<file path="config.mk">
export PLATFORM = sky130hd
export DESIGN_NAME = axi4lite_reg_slave
export DESIGN_NICKNAME = d
export VERILOG_FILES = /design/src/rtl/axi4lite_reg_slave.sv
export SDC_FILE = /design/constraint.sdc
export NUM_CORES = 1
export LEC_CHECK = 0
export ABC_AREA = 1
export CAP_MARGIN = 20
export CELL_PAD_IN_SITES_DETAIL_PLACEMENT = 0
export CELL_PAD_IN_SITES_GLOBAL_PLACEMENT = 1
export CORE_MARGIN = 2
export CORE_UTILIZATION = 45
export DETAILED_ROUTE_END_ITERATION = 8
export DONT_BUFFER_PORTS = 1
export GPL_ROUTABILITY_DRIVEN = 0
export PLACE_DENSITY = 0.73
export SETUP_SLACK_MARGIN = 0.05
export SLEW_MARGIN = 20
export SYNTH_ARGS = -nofsm -noshare
export SYNTH_HDL_FRONTEND = slang
export SYNTH_SLANG_ARGS = --single-unit
</file>
<file path="constraint.sdc">
create_clock -name clk -period 1.5 [get_ports clk]
set_clock_uncertainty 0.15 [all_clocks]
set_input_delay 0.225 -clock clk [delete_from_list [all_inputs] [get_ports clk]]
set_output_delay 0.225 -clock clk [all_outputs]
set_load 0.02 [all_outputs]
</file>
<file path="src/rtl/axi4lite_reg_slave.sv">
// AXI4-Lite register-file responder with independent write (AW/W/B) and read (AR/R) paths.
// Build option: define AXIL_SLVERR_EN to answer unmapped accesses with SLVERR instead of OKAY.
module axi4lite_reg_slave #(
  parameter int unsigned            ADDR_WIDTH = 2,
  parameter int unsigned            DATA_WIDTH = 8,
  parameter int unsigned            REG_COUNT  = 4,
  parameter logic [DATA_WIDTH-1:0]  RESET_VAL  = '0
) (
  input  logic                  clk,
  input  logic                  rst_n,
  input  logic [ADDR_WIDTH-1:0] s_awaddr,
  input  logic                  s_awvalid,
  output logic                  s_awready,
  input  logic [DATA_WIDTH-1:0] s_wdata,
  input  logic                  s_wvalid,
  output logic                  s_wready,
  output logic [1:0]            s_bresp,
  output logic                  s_bvalid,
  input  logic                  s_bready,
  input  logic [ADDR_WIDTH-1:0] s_araddr,
  input  logic                  s_arvalid,
  output logic                  s_arready,
  output logic [DATA_WIDTH-1:0] s_rdata,
  output logic [1:0]            s_rresp,
  output logic                  s_rvalid,
  input  logic                  s_rready
);

  localparam int unsigned NumSlots = 2 ** ADDR_WIDTH;
  localparam logic [1:0]  RespOkay = 2'b00;
`ifdef AXIL_SLVERR_EN
  localparam logic [1:0]  RespUnmapped = 2'b10;
`else
  localparam logic [1:0]  RespUnmapped = 2'b00;
`endif

  // One bit per address slot: set where a register is implemented.
  logic [NumSlots-1:0] map_mask;
  for (genvar i = 0; i < NumSlots; i++) begin : g_map
    assign map_mask[i] = (i < REG_COUNT);
  end

  logic [DATA_WIDTH-1:0] regs_q [REG_COUNT];

  // ---------------------------------------------------------------------------
  // Write path
  // ---------------------------------------------------------------------------
  logic                  aw_held_q, aw_held_d;
  logic [ADDR_WIDTH-1:0] aw_addr_q, aw_addr_d;
  logic                  w_held_q, w_held_d;
  logic [DATA_WIDTH-1:0] w_data_q, w_data_d;
  logic                  bvalid_q, bvalid_d;
  logic [1:0]            bresp_q, bresp_d;
  logic                  aw_hs, w_hs, commit, wr_mapped;

  // Readies are forced low while reset is asserted and track buffer state otherwise.
  assign s_awready = rst_n & ~aw_held_q & ~bvalid_q;
  assign s_wready  = rst_n & ~w_held_q & ~bvalid_q;
  assign s_bvalid  = bvalid_q;
  assign s_bresp   = bresp_q;

  assign aw_hs     = s_awvalid & s_awready;
  assign w_hs      = s_wvalid & s_wready;
  assign commit    = aw_held_q & w_held_q;
  assign wr_mapped = map_mask[aw_addr_q];

  always_comb begin
    aw_held_d = aw_held_q;
    aw_addr_d = aw_addr_q;
    w_held_d  = w_held_q;
    w_data_d  = w_data_q;
    bvalid_d  = bvalid_q;
    bresp_d   = bresp_q;
    if (commit) begin
      aw_held_d = 1'b0;
      w_held_d  = 1'b0;
      bvalid_d  = 1'b1;
      bresp_d   = wr_mapped ? RespOkay : RespUnmapped;
    end else begin
      if (aw_hs) begin
        aw_held_d = 1'b1;
        aw_addr_d = s_awaddr;
      end
      if (w_hs) begin
        w_held_d = 1'b1;
        w_data_d = s_wdata;
      end
    end
    if (bvalid_q && s_bready) begin
      bvalid_d = 1'b0;
    end
  end

  always_ff @(posedge clk or negedge rst_n) begin
    if (!rst_n) begin
      aw_held_q <= 1'b0;
      aw_addr_q <= '0;
      w_held_q  <= 1'b0;
      w_data_q  <= '0;
      bvalid_q  <= 1'b0;
      bresp_q   <= RespOkay;
    end else begin
      aw_held_q <= aw_held_d;
      aw_addr_q <= aw_addr_d;
      w_held_q  <= w_held_d;
      w_data_q  <= w_data_d;
      bvalid_q  <= bvalid_d;
      bresp_q   <= bresp_d;
    end
  end

  // Unmapped addresses match no slot below, so the write is dropped.
  always_ff @(posedge clk or negedge rst_n) begin
    if (!rst_n) begin
      for (int i = 0; i < REG_COUNT; i++) begin
        regs_q[i] <= RESET_VAL;
      end
    end else if (commit) begin
      for (int i = 0; i < REG_COUNT; i++) begin
        if (aw_addr_q == ADDR_WIDTH'(i)) begin
          regs_q[i] <= w_data_q;
        end
      end
    end
  end

  // ---------------------------------------------------------------------------
  // Read path
  // ---------------------------------------------------------------------------
  logic                  rvalid_q, rvalid_d;
  logic [DATA_WIDTH-1:0] rdata_q, rdata_d;
  logic [1:0]            rresp_q, rresp_d;
  logic [DATA_WIDTH-1:0] rd_word;
  logic                  ar_hs, rd_mapped;

  assign s_arready = rst_n & ~rvalid_q;
  assign s_rvalid  = rvalid_q;
  assign s_rdata   = rdata_q;
  assign s_rresp   = rresp_q;

  assign ar_hs     = s_arvalid & s_arready;
  assign rd_mapped = map_mask[s_araddr];

  // Samples the register array before any same-edge commit lands.
  always_comb begin
    rd_word = '0;
    for (int i = 0; i < REG_COUNT; i++) begin
      if (s_araddr == ADDR_WIDTH'(i)) begin
        rd_word = regs_q[i];
      end
    end
  end

  always_comb begin
    rvalid_d = rvalid_q;
    rdata_d  = rdata_q;
    rresp_d  = rresp_q;
    if (ar_hs) begin
      rvalid_d = 1'b1;
      rdata_d  = rd_word;
      rresp_d  = rd_mapped ? RespOkay : RespUnmapped;
    end else if (rvalid_q && s_rready) begin
      rvalid_d = 1'b0;
    end
  end

  always_ff @(posedge clk or negedge rst_n) begin
    if (!rst_n) begin
      rvalid_q <= 1'b0;
      rdata_q  <= '0;
      rresp_q  <= RespOkay;
    end else begin
      rvalid_q <= rvalid_d;
      rdata_q  <= rdata_d;
      rresp_q  <= rresp_d;
    end
  end

endmodule
</file>
==> flow_summary.ini, run 1 <==
[outcome]
outcome = finished, violations left
violations = negative hold slack, negative setup slack

[clocking]
cts-root-buf = clkbuf_8
cts_buffers = 5
clk_pin_slew_ns = 0.10
cts_tree = done
clockBufferDepth = 2
cts.sinks = 54
clock_latency_ns = 0.31
ctsHoldBuffers = 14
cts.htree.levels = 2

[sta]
worst_slack_ns = -0.0355
fin_crit_ns = 1.54
rsz0062_at_grt = true
period_share = 1.02
slew_viol_final = 0
finalSetupViolCount = 2
holdWs_ns = -0.555
hold_viol = 54
max_freq_mhz = 651

[grt]
grt_pass1_wl_mm = 8.77
grt_usage = 0.192
overflow = 0
grt_pass1_vias = 1765
antenna_found_initial = 0
grt_max_degree = 57

[finish]
fin_util = 0.535
area_growth_pct = 14.1
fill_cells = 513
final_nets = 313
insertedDiodeCount = 0
multiInputGateArea_um2 = 901
layout-drive-gt1-share = 0.108
regArea_um2 = 1350

[power]
max-vdd-ir-drop_uv = 873
netSwitchingPower_mw = 1.71
leakage_nw = 1.33
p_seq_frac = 0.559
power_frac_comb = 0.243
power_density_nw_per_um2 = 1670
p_clk_frac = 0.197
p_int_mw = 2.88
switching_share = 0.373

[synth]
yosysUniqueCellTypes = 21
ys_seq_area_frac = 0.561
syn_area_um2 = 2410
ys_seq_elements = 54
synth_most_common_cell = nand2_1
synth_edf_count = 0
avgSynthCellArea_um2 = 8.73
syn_inst = 276
synth_top_area_share = 0.561
yosysWarnings = 0
synth_top_area_cell = dfrtp_1
synthArstFlopShare = 1.00
synth_ff_type = dfrtp_1
netlist_top_cells_area = dfrtp_1, nand2_1, o21ai_0, nand3_1, inv_1
yosys-top-cells-count = nand2_1, dfrtp_1, o21ai_0, nand3_1, inv_1

[place]
io_buffers = 0
place_hpwl_mm = 3.43

[worst_setup_path]
path_class = flip-flop to output port
end_kind = output port
r2r-start = s_bvalid$_DFFE_PN0P_
reg2reg_depth = 5
startpoint_type = flip-flop
cp_max_fo = 8
rr_endpoint = w_data_q[6]$_DFFE_PN0P_
cp.required_ns = 1.12
worstPathArrival_ns = 1.16
r2r_setup_slack_ns = 0.17

[routing]
viasPerCell = 4.92
ant_nets = 0
num_vias = 1796
drc = 0
drt-total-wl_mm = 5.21
drt_pass1_iterations = 4
initialDrtViolationCount = 139
wl_per_cell_um = 14.3

[floorplanning]
die_h_um = 77.2
die_area_um2 = 5950
die_w_um = 77.2
std_cell_rows = 26
core_um2 = 5140
start_util = 0.469
num_io_pins = 36

[job]
drv_cap = 0

[min_path]
hold_path_class = input port to asynchronous set/reset pin
[metal layers]
metal	GRT usage	up-vias	wire, um
li1	-	909	-
met1	0.252	843	2490
met2	0.312	39	2430
met3	0.0518	5	218
met4	0.0589	0	77
met5	0	-	0
[cells in the final DEF (no fill, tap or decap), types with 3 or more instances in the layout]
cell type      Yosys  layout
nand3_4            3       3
o21ai_0           37      37
dfrtp_1           54      52
conb_1             1       4
inv_1             21      21
buf_4              4       3
o21ai_1            3       3
nand3_1           27      27
dlygate4sd3_1      0      14
clkbuf_8           0       7
nor3_4             2       3
nand2_1           86      86
nor2_1            19      18
nand2_2            4       4
[how the worst max path moves through the flow]
stage          slack [ns]                startpoint                        to  cells past startpoint
5_1_grt             -0.09      s_bvalid$_DFFE_PN0P_                  s_wready                      2
4_1_cts             -0.04      s_bvalid$_DFFE_PN0P_                  s_wready                      2
6_report            -0.04      s_bvalid$_DFFE_PN0P_                  s_wready                      2
3_5_place_dp         0.20      w_held_q$_DFFE_PN0P_    regs_q[15]$_DFFE_PN0P_                      4
2_1_floorplan        0.05      s_bvalid$_DFFE_PN0P_  aw_addr_q[0]$_DFFE_PN0P_                      4
3_3_place_gp         0.22  aw_addr_q[1]$_DFFE_PN0P_     regs_q[1]$_DFFE_PN0P_                      5
[state kept, by name, indices dropped and copies added, names as in the netlist]
register	cells
regs_q	32
aw_held_q	1
aw_addr_q	2
w_held_q	1
s_bvalid	1
s_rdata	8
w_data_q	8
s_rvalid	1
[worst max-delay path, stage by stage, from the launching register on]
cell and delay (ns):
dfrtp_2 0.51, nor3_4 0.16, buf_6 0.17
[cell type report]
type / instances / area share
multi-input cells: 189 / 0.328
repair buffers: 20 / 0.0747
well taps: 70 / 0.0319
inverters: 24 / 0.0346
clock buffers: 7 / 0.0351
clock inverters: 1 / 0.00319
flip-flops and latches: 54 / 0.493
[kinds of logic (layout without fill, tap and decap cells)]
kind of cell,after synthesis,after routing,synth area share
and+or+nand+nor,142,142,0.268
DFF,54,54,0.561
other,1,4,0.00156
AOI/OAI and AO/OA,43,43,0.0925
buffers and inverters,36,52,0.0774
[power groups by stage]
stage	Sequential [mW]	Clock (mW)	Combinational [mW]
2_1_floorplan	2.45	0	0.894
3_3_place_gp	2.57	0	1.05
3_5_place_dp	2.59	0	1.07
4_1_cts	2.57	0.932	1.13
5_1_grt	2.65	0.980	1.31
6_report	2.57	0.908	1.12
[per-stage QoR]
stage | cells | power (mW) | setup TNS, ns | cell area, um2 | setup slack (ns)
4_1_cts | 365 | 4.64 | -0.0733 | 2740 | -0.0400
3_5_place_dp | 342 | 3.66 | 0 | 2470 | 0.199
6_report | 365 | 4.60 | -0.0494 | 2750 | -0.0355
3_3_place_gp | 342 | 3.63 | 0 | 2470 | 0.223
5_1_grt | 365 | 4.94 | -0.172 | 2750 | -0.0949
2_1_floorplan | 279 | 3.34 | 0 | 2430 | 0.0471
[repair_timing]
item,4_1_cts,5_1_grt
buffers inserted,1,0
pin swaps,1,0
cloned,0,0
gates resized for setup,4,2
hold endpoints to repair,67,54
endpoints found under the setup margin,3,11
(Power assumes the default switching activity.)
==> inputs of run 2 (changes only) <==
- REMOVE_ABC_BUFFERS: default -> 1
==> run 2 against run 1 <==
Net effect: the flow finishes with violations (negative hold slack); global-route usage fell by 0.29 points; first-iteration DRC count shrank 12%; register-to-register slack worse by 0.03 ns; sequential power is 2% lower; die area stayed put; critical path type unchanged; critical endpoint unchanged.
==> flow_summary.ini, run 2 (same netlist as run 1, synthesis figures left out) <==
[power]
power_density_nw_per_um2 = 1630
max-vdd-ir-drop_uv = 882
power_mw = 4.51
leakage_nw = 1.35

[min_path]
hold_path_class = input port to asynchronous set/reset pin

[worst_setup_path]
cp_max_fo = 5
crit_start = s_bvalid$_DFFE_PN0P_
end_kind = output port
r2r-start = s_bvalid$_DFFE_PN0P_
worstPathArrival_ns = 1.08
cp.required_ns = 1.12
path_class = flip-flop to output port
startpoint_type = flip-flop

[clocking]
cts_buffers = 5
cts.sinks = 54
cts_tree = done
cts.htree.levels = 2
cts-root-buf = clkbuf_8
ctsHoldBuffers = 14
clk_pin_slew_ns = 0.09
clock_latency_ns = 0.30
clockBufferDepth = 2

[grt]
grt_pass1_wl_mm = 8.78
grt_usage = 0.189
antenna_found_initial = 0
grt_pass1_vias = 1798
grt_max_degree = 57
overflow = 0

[sta]
slew_viol_final = 0
fin_crit_ns = 1.46
finalSetupViolCount = 0
max_freq_mhz = 687
holdWs_ns = -0.543
worst_slack_ns = 0.0445
rsz0062_at_grt = true
setup_tns_ns = 0
hold_viol = 54
period_share = 0.970

[routing]
drt_pass1_iterations = 4
viasPerCell = 4.90
ant_nets = 0
num_vias = 1812
initialDrtViolationCount = 122
drc = 0
wl_per_cell_um = 13.6
drt-total-wl_mm = 5.02

[floorplanning]
core_um2 = 5140
num_io_pins = 36
die_h_um = 77.2
die_w_um = 77.2
start_util = 0.469
die_area_um2 = 5950
std_cell_rows = 26

[place]
dp_cells = 343
io_buffers = 0
placedInstanceArea_um2 = 2470
preCtsSetupSlack_ns = 0.181
place_hpwl_mm = 3.20

[finish]
fin_util = 0.537
layout-drive-gt1-share = 0.113
final_nets = 319
largest_reg_flops = 32
regMostFlops = regs_q
layout.cells.non_filler = 370
area_growth_pct = 14.5
final_common_cell = nand2_1
layout_common_cells = nand2_1, dfrtp_1, o21ai_0
insertedDiodeCount = 0
final_area_um2 = 2760

[outcome]
violations = negative hold slack
outcome = finished, violations left

[job]
drv_cap = 0
[run 2: worst max-delay path, cell delays in order, from the launching register on]
cell and delay (ns):
dfrtp_1 0.45, nor3_4 0.17, buf_6 0.16
[run 2: worst paths after layout]
path                       cells after the start  slack, ns                 endpoint
setup reg to reg                               6       0.14  w_data_q[7]$_DFFE_PN0P_
min in group clk                               2          0     w_held_q$_DFFE_PN0P_
setup / recovery                               2       0.04                 s_wready
max in group asynchronous                      0       1.65  w_data_q[6]$_DFFE_PN0P_
hold reg to reg                                2       0.34    regs_q[9]$_DFFE_PN0P_
hold / removal                                 0      -0.54   s_rdata[5]$_DFFE_PN0P_
[run 2: final cells by class]
type,instances,area (um2)
flip-flops and latches,54,1350
multi-input cells,189,896
clock buffers,7,76.3
fillers,526,2380
inverters,24,95.1
well taps,70,87.6
repair buffers,26,251
[run 2: power breakdown]
part	internal (mW)	total, mW	switching, mW
Clock	0.323	0.756	0.433
Combinational	0.515	1.24	0.726
Sequential	2.02	2.51	0.495
Total	2.86	4.51	1.65
[run 2: what timing repair did]
| action | in CTS | in global routing |
|---|---|---|
| endpoints found under the setup margin | 3 | 18 |
| hold endpoints to repair | 67 | 54 |
| setup buffers | 2 | 3 |
| cloned | 1 | 0 |
| resized for setup | 3 | 5 |
| pin swaps | 2 | 0 |
[run 2: routing by layer]
| layer | up-vias | track usage | wire length (um) |
|---|---|---|---|
| li1 | 915 | - | - |
| met1 | 859 | 0.247 | 2470 |
| met2 | 33 | 0.318 | 2340 |
| met3 | 5 | 0.0412 | 152 |
| met4 | 0 | 0.0536 | 58 |
| met5 | - | 0 | 0 |
